===== src/rtl/video_shifter.sv =====
// -----------------------------------------------------------------------------
// video_shifter
//
// Serialises 16-bit screen words into a one-pixel-per-clock stream. Words
// arrive through a one-word holding register and are moved into the shift
// register as its last bit goes out, so back-to-back words are gapless.
// The display-enable (from the blanking inputs) and both syncs travel through
// one SYNC_DELAY-deep pipeline, which keeps them aligned with each other.
//
// Parameters
//   INVERT      : XORed into every shifted bit (1 = Mac "1 is black").
//   BLANK_LEVEL : pixel value while not displaying or when starved.
//   SYNC_DELAY  : clk delay of de/hsync_o/vsync_o, 1..31.
//
// Ports
//   clk         in   pixel clock, one pixel per cycle
//   _reset      in   asynchronous active-low reset
//   clk_en      in   bus-rate enable (one clk in four)
//   loadPixels  in   word-fetch strobe, qualified by clk_en
//   dataIn      in   screen word, valid when clk_en && loadPixels
//   _hblank     in   active-low horizontal blanking
//   _vblank     in   active-low vertical blanking
//   hsync       in   horizontal sync from the video timer
//   vsync       in   vertical sync from the video timer
//   clear_err   in   synchronous clear of the sticky error flags
//   pixel       out  registered serial pixel, MSB of each word first
//   de          out  delayed display enable
//   hsync_o     out  delayed hsync
//   vsync_o     out  delayed vsync
//   overrun     out  sticky: a held word was overwritten before use
//   underrun    out  sticky: display active with the shifter empty
// -----------------------------------------------------------------------------
module video_shifter #(
    parameter bit INVERT      = 1'b1,
    parameter bit BLANK_LEVEL = 1'b0,
    parameter int SYNC_DELAY  = 8
) (
    input  logic        clk,
    input  logic        _reset,
    input  logic        clk_en,
    input  logic        loadPixels,
    input  logic [15:0] dataIn,
    input  logic        _hblank,
    input  logic        _vblank,
    input  logic        hsync,
    input  logic        vsync,
    input  logic        clear_err,
    output logic        pixel,
    output logic        de,
    output logic        hsync_o,
    output logic        vsync_o,
    output logic        overrun,
    output logic        underrun
);

    logic [15:0] hold_q, hold_d;
    logic        hold_valid_q, hold_valid_d;
    logic [15:0] shreg_q, shreg_d;
    logic [4:0]  bits_left_q, bits_left_d;
    logic        pixel_q, pixel_d;
    logic        overrun_q, overrun_d;
    logic        underrun_q, underrun_d;

    logic [SYNC_DELAY-1:0] act_pipe_q, act_pipe_d;
    logic [SYNC_DELAY-1:0] hs_pipe_q, hs_pipe_d;
    logic [SYNC_DELAY-1:0] vs_pipe_q, vs_pipe_d;

    logic capture;
    logic transfer;
    logic active;
    logic overrun_ev;
    logic underrun_ev;

    // Delay pipeline: stage 0 samples the inputs, each later stage copies
    // its predecessor. Written per stage so SYNC_DELAY=1 needs no special case.
    genvar gi;
    generate
        for (gi = 0; gi < SYNC_DELAY; gi++) begin : g_pipe
            if (gi == 0) begin : g_head
                assign act_pipe_d[gi] = _hblank & _vblank;
                assign hs_pipe_d[gi]  = hsync;
                assign vs_pipe_d[gi]  = vsync;
            end else begin : g_tail
                assign act_pipe_d[gi] = act_pipe_q[gi-1];
                assign hs_pipe_d[gi]  = hs_pipe_q[gi-1];
                assign vs_pipe_d[gi]  = vs_pipe_q[gi-1];
            end
        end
    endgenerate

    assign active = act_pipe_q[SYNC_DELAY-1];

    always_comb begin
        capture  = clk_en & loadPixels;
        // Reload as the final bit is being shown, so the next word's MSB
        // follows on the very next clock.
        transfer = hold_valid_q & (bits_left_q <= 5'd1);

        overrun_ev  = capture & hold_valid_q & ~transfer;
        underrun_ev = active & (bits_left_q == 5'd0);

        // A transfer reads the old hold while a same-cycle capture refills it.
        hold_d       = capture ? dataIn : hold_q;
        hold_valid_d = capture | (hold_valid_q & ~transfer);

        shreg_d     = shreg_q;
        bits_left_d = bits_left_q;
        if (transfer) begin
            shreg_d     = hold_q;
            bits_left_d = 5'd16;
        end else if (bits_left_q != 5'd0) begin
            shreg_d     = {shreg_q[14:0], 1'b0};
            bits_left_d = bits_left_q - 5'd1;
        end

        pixel_d = (active && (bits_left_q != 5'd0)) ? (shreg_q[15] ^ INVERT) : BLANK_LEVEL;

        // A new event in the clearing cycle wins, leaving the flag set.
        overrun_d  = (overrun_q & ~clear_err) | overrun_ev;
        underrun_d = (underrun_q & ~clear_err) | underrun_ev;
    end

    always_ff @(posedge clk or negedge _reset) begin
        if (!_reset) begin
            hold_q       <= '0;
            hold_valid_q <= 1'b0;
            shreg_q      <= '0;
            bits_left_q  <= '0;
            pixel_q      <= BLANK_LEVEL;
            overrun_q    <= 1'b0;
            underrun_q   <= 1'b0;
            act_pipe_q   <= '0;
            hs_pipe_q    <= '1;
            vs_pipe_q    <= '1;
        end else begin
            hold_q       <= hold_d;
            hold_valid_q <= hold_valid_d;
            shreg_q      <= shreg_d;
            bits_left_q  <= bits_left_d;
            pixel_q      <= pixel_d;
            overrun_q    <= overrun_d;
            underrun_q   <= underrun_d;
            act_pipe_q   <= act_pipe_d;
            hs_pipe_q    <= hs_pipe_d;
            vs_pipe_q    <= vs_pipe_d;
        end
    end

    assign pixel    = pixel_q;
    assign de       = active;
    assign hsync_o  = hs_pipe_q[SYNC_DELAY-1];
    assign vsync_o  = vs_pipe_q[SYNC_DELAY-1];
    assign overrun  = overrun_q;
    assign underrun = underrun_q;

endmodule


===== config.mk =====
export PLATFORM = sky130hd
export DESIGN_NAME = video_shifter
export DESIGN_NICKNAME = d
export VERILOG_FILES = /design/src/rtl/video_shifter.sv
export SDC_FILE = /design/constraint.sdc
export NUM_CORES = 1
export LEC_CHECK = 0
export ABC_AREA = 1
export BUFFER_PORTS_ARGS = -buffer_cell sky130_fd_sc_hd__buf_2
export CAP_MARGIN = 30
export CORE_ASPECT_RATIO = 1.75
export CORE_MARGIN = 2
export CORE_UTILIZATION = 61
export CTS_CLUSTER_DIAMETER = 50
export DETAILED_ROUTE_END_ITERATION = 8
export GPL_ROUTABILITY_DRIVEN = 0
export PLACE_DENSITY = 0.88
export SLEW_MARGIN = 30
export SYNTH_ARGS = -nofsm -noshare
export SYNTH_HDL_FRONTEND = slang
export SYNTH_SLANG_ARGS = --single-unit

===== constraint.sdc =====
create_clock -name clk -period 2.3 [get_ports clk]
set_clock_uncertainty 0.05 [all_clocks]
set_input_delay 0.345 -clock clk [delete_from_list [all_inputs] [get_ports clk]]
set_output_delay 0.345 -clock clk [all_outputs]
set_load 0.02 [all_outputs]

==> out/qor.yml <==
grt_max_degree: 66
power.density_cell_area_mw_per_mm2: 1240
fin_setup_tns_ns: 0
timing.max_slew.rel_slack: 0.495
synthesis.yosys.warnings: 0
clock_slew_at_reported_path_ffs_ns: 0.07
cp.required_ns: 2.47
worst_ir_drop_vdd_mv: 0.831
gr-usage-all-layers: 0.248
layout_worst_path_cycle_share: 0.828
grt_overflow_total: 0
fp.dieH_um: 90.8
wire_per_inst_um: 13.9
antenna_nets_post_route: 0
coreArea_mm2: 0.00415
drt_iter0_drc: 39
num_antenna_cells: 0
timing.hold.worst.class: "in2reg"
critical_path.max_fanout: 36
worst-endpoint-arrival_ns: 2.08
detailedPlace.worstSlack_ns: 0.481
drcViolationCount: 0
timing_hold_violations_final: 0
timing_max_transition_violations_final: 0
design.die.area_mm2: 0.00487
synth-edff-count: 0
die_w_um: 53.6
synth_most_common_cell: "sky130_fd_sc_hd__nand2_1"
root_buf_cell: "sky130_fd_sc_hd__clkbuf_8"
cp_slowest_stage_delay_ns: 0.44
vias: 1889
synth_seq_area_share: 0.627
cts.htree.levels: 3
ys_top_cells_by_area: "sky130_fd_sc_hd__dfrtp_1 47%, sky130_fd_sc_hd__dfstp_2 16%, sky130_fd_sc_hd__nand2_1 11%, sky130_fd_sc_hd__nand3_1 3.6%, sky130_fd_sc_hd__nand4_1 3.6%"
dp_hpwl_mm: 3.08
ctsHoldBuffers: 0
cts_repair_resize_count: 0
post-cts-setup-buffer-count: 0
clk-insertion-delay-late_ns: 0.33
ys_ff_latch: 65
post_synthesis_instance_area_mm2: 0.00263
clock_sink_count: 65
min_period_ns: 1.90
std_cell_rows: 31
initial_utilization: 0.633
synth_async_sr_flop_share: 1.00
synth_ff_type: "sky130_fd_sc_hd__dfrtp_1"
first_global_vias: 1943
drt_first_pass_iters: 4
n_fill_cell: 265
commonest_cells_post_synth: "74 x sky130_fd_sc_hd__nand2_1, 49 x sky130_fd_sc_hd__dfrtp_1, 23 x sky130_fd_sc_hd__inv_1"
setup_viol: 0
layout_cell_share_with_drive_strength_beyond_1: 0.254
timing.critical_path.from_type: "register"
rsz_0062_raised_after_global_routing: "no"
grt_first_pass_wirelength_mm: 8.66
cts_inserted_buffers: 9
worst_setup_path_end_kind: "register"
worstPathCellList: "inv_1, ha_1, inv_1, o21ai_4, nand3_4, nand3_1, inv_2"
synthDominantCellAreaShare: 0.467
boundaryPins: 31
mean_area_per_synthesized_cell_um2: 9.84
cap_violations: 0
layout_setup_ws_ns: 0.396
initial_antenna_violation_count: 0
num-nets-final: 327
clk_path_buf_depth: 2
cts_tree: "yes"
synth_top_area_cell: "sky130_fd_sc_hd__dfrtp_1"
static-leakage-power_uw: 0.00161
crit_path_frequent_cell: "sky130_fd_sc_hd__inv_1"
power.total_uw: 3750
crit_slowest_cell: "sky130_fd_sc_hd__dfrtp_1"
flow.area_growth_from_synthesis_pct: 15.2
vias_per_cell: 5.37
io_buffers: 30
syn-instance-count: 267
achievable-frequency_ghz: 0.525
synth.distinct_cells: 27
syn-num-nets: 295
wirelength_mm: 4.88
crit_type: "reg2reg"
tightest_slew_ns: 0.758
outcome: "complete, no violations"
==> metrics by stage <==
stage | cells | util | hold slack (ns) | area [um2]
final | 352 | 0.729 | 0.0574 | 3020
after global routing | 352 | 0.729 | 0.0444 | 3020
after CTS | 352 | 0.729 | 0.0437 | 3020
after detailed placement | 337 | 0.671 | 0.287 | 2790
after global placement | 337 | 0.671 | 0.283 | 2790
after floorplan | 267 | - | -0.000591 | 2630
==> logic make-up after synthesis <==
logic type / count (synthesis) / share of synthesized area
multiplexers: 1 / 0.00429
adder cells (fa/ha/maj): 3 / 0.0143
XOR/XNOR: 2 / 0.00667
AO/OA/AOI/OAI: 20 / 0.0424
AND/OR/NAND/NOR: 134 / 0.232
flip-flops: 65 / 0.627
buffers and inverters: 42 / 0.0729
==> metal layers <==
layer | track usage | wire, um | vias up
met5 | 0 | 0 | -
met2 | 0.393 | 2650 | 59
li1 | - | - | 905
met4 | 0.137 | 195 | 0
met3 | 0.0530 | 200 | 19
met1 | 0.306 | 1840 | 906
==> cells in the final DEF, fill, tap and decap left out, drive strengths merged <==
master and instances:
a21oi 17, buf 34, bufinv 3, clkbuf 9, clkinv 2, clkinvlp 1, dfrtp 49, dfstp 16
ha 3, inv 29, mux2 1, nand2 75, nand3 21, nand3b 1, nand4 15, nor2 21
nor3 1, o21ai 3, xor2 2
==> report_power, final <==
part | switching [uW] | internal [uW]
Combinational | 686 | 334
Clock | 434 | 719
Sequential | 176 | 1400
==> critical path, delay by kind of cell (launching register included) <==
family | cells | cell delay, ns
AO/OA/AOI/OAI | 1 | 0.19
adder cells (fa/ha/maj) | 1 | 0.18
buffers and inverters | 3 | 0.26
flip-flops | 1 | 0.44
AND/OR/NAND/NOR | 2 | 0.66
==> cell type report <==
class,instances,area (um2),share of cell area
clock buffers,9,124,0.0410
clock inverters,6,115,0.0381
inverters,29,109,0.0360
multi-input cells,160,788,0.261
flip-flops and latches,65,1650,0.544
well taps,49,61.3,0.0203
repair buffers,34,180,0.0596
==> state kept, by name, indices dropped and copies added (netlist names), 5 cells and up <==
name,cells
act_pipe_q,8
bits_left_q,5
hold_q,16
hs_pipe_q,8
shreg_q,16
vs_pipe_q,8
==> path summary, 6_finish.rpt <==
path / slack [ns] / cells after the start / to / from
worst max-delay path: 0.40 / 7 / bits_left_q[1] / bits_left_q[1]
worst min-delay path: 0.06 / 1 / vs_pipe_q[0] / vsync
worst max register to register: 0.40 / 7 / bits_left_q[1] / bits_left_q[1]
worst min register to register: 0.30 / 0 / act_pipe_q[2] / act_pipe_q[1]
max in group asynchronous: 1.57 / 2 / shreg_q[13] / _reset
min in group asynchronous: 0.12 / 2 / underrun / _reset
No activity file was read; power rests on OpenSTA's default activity.
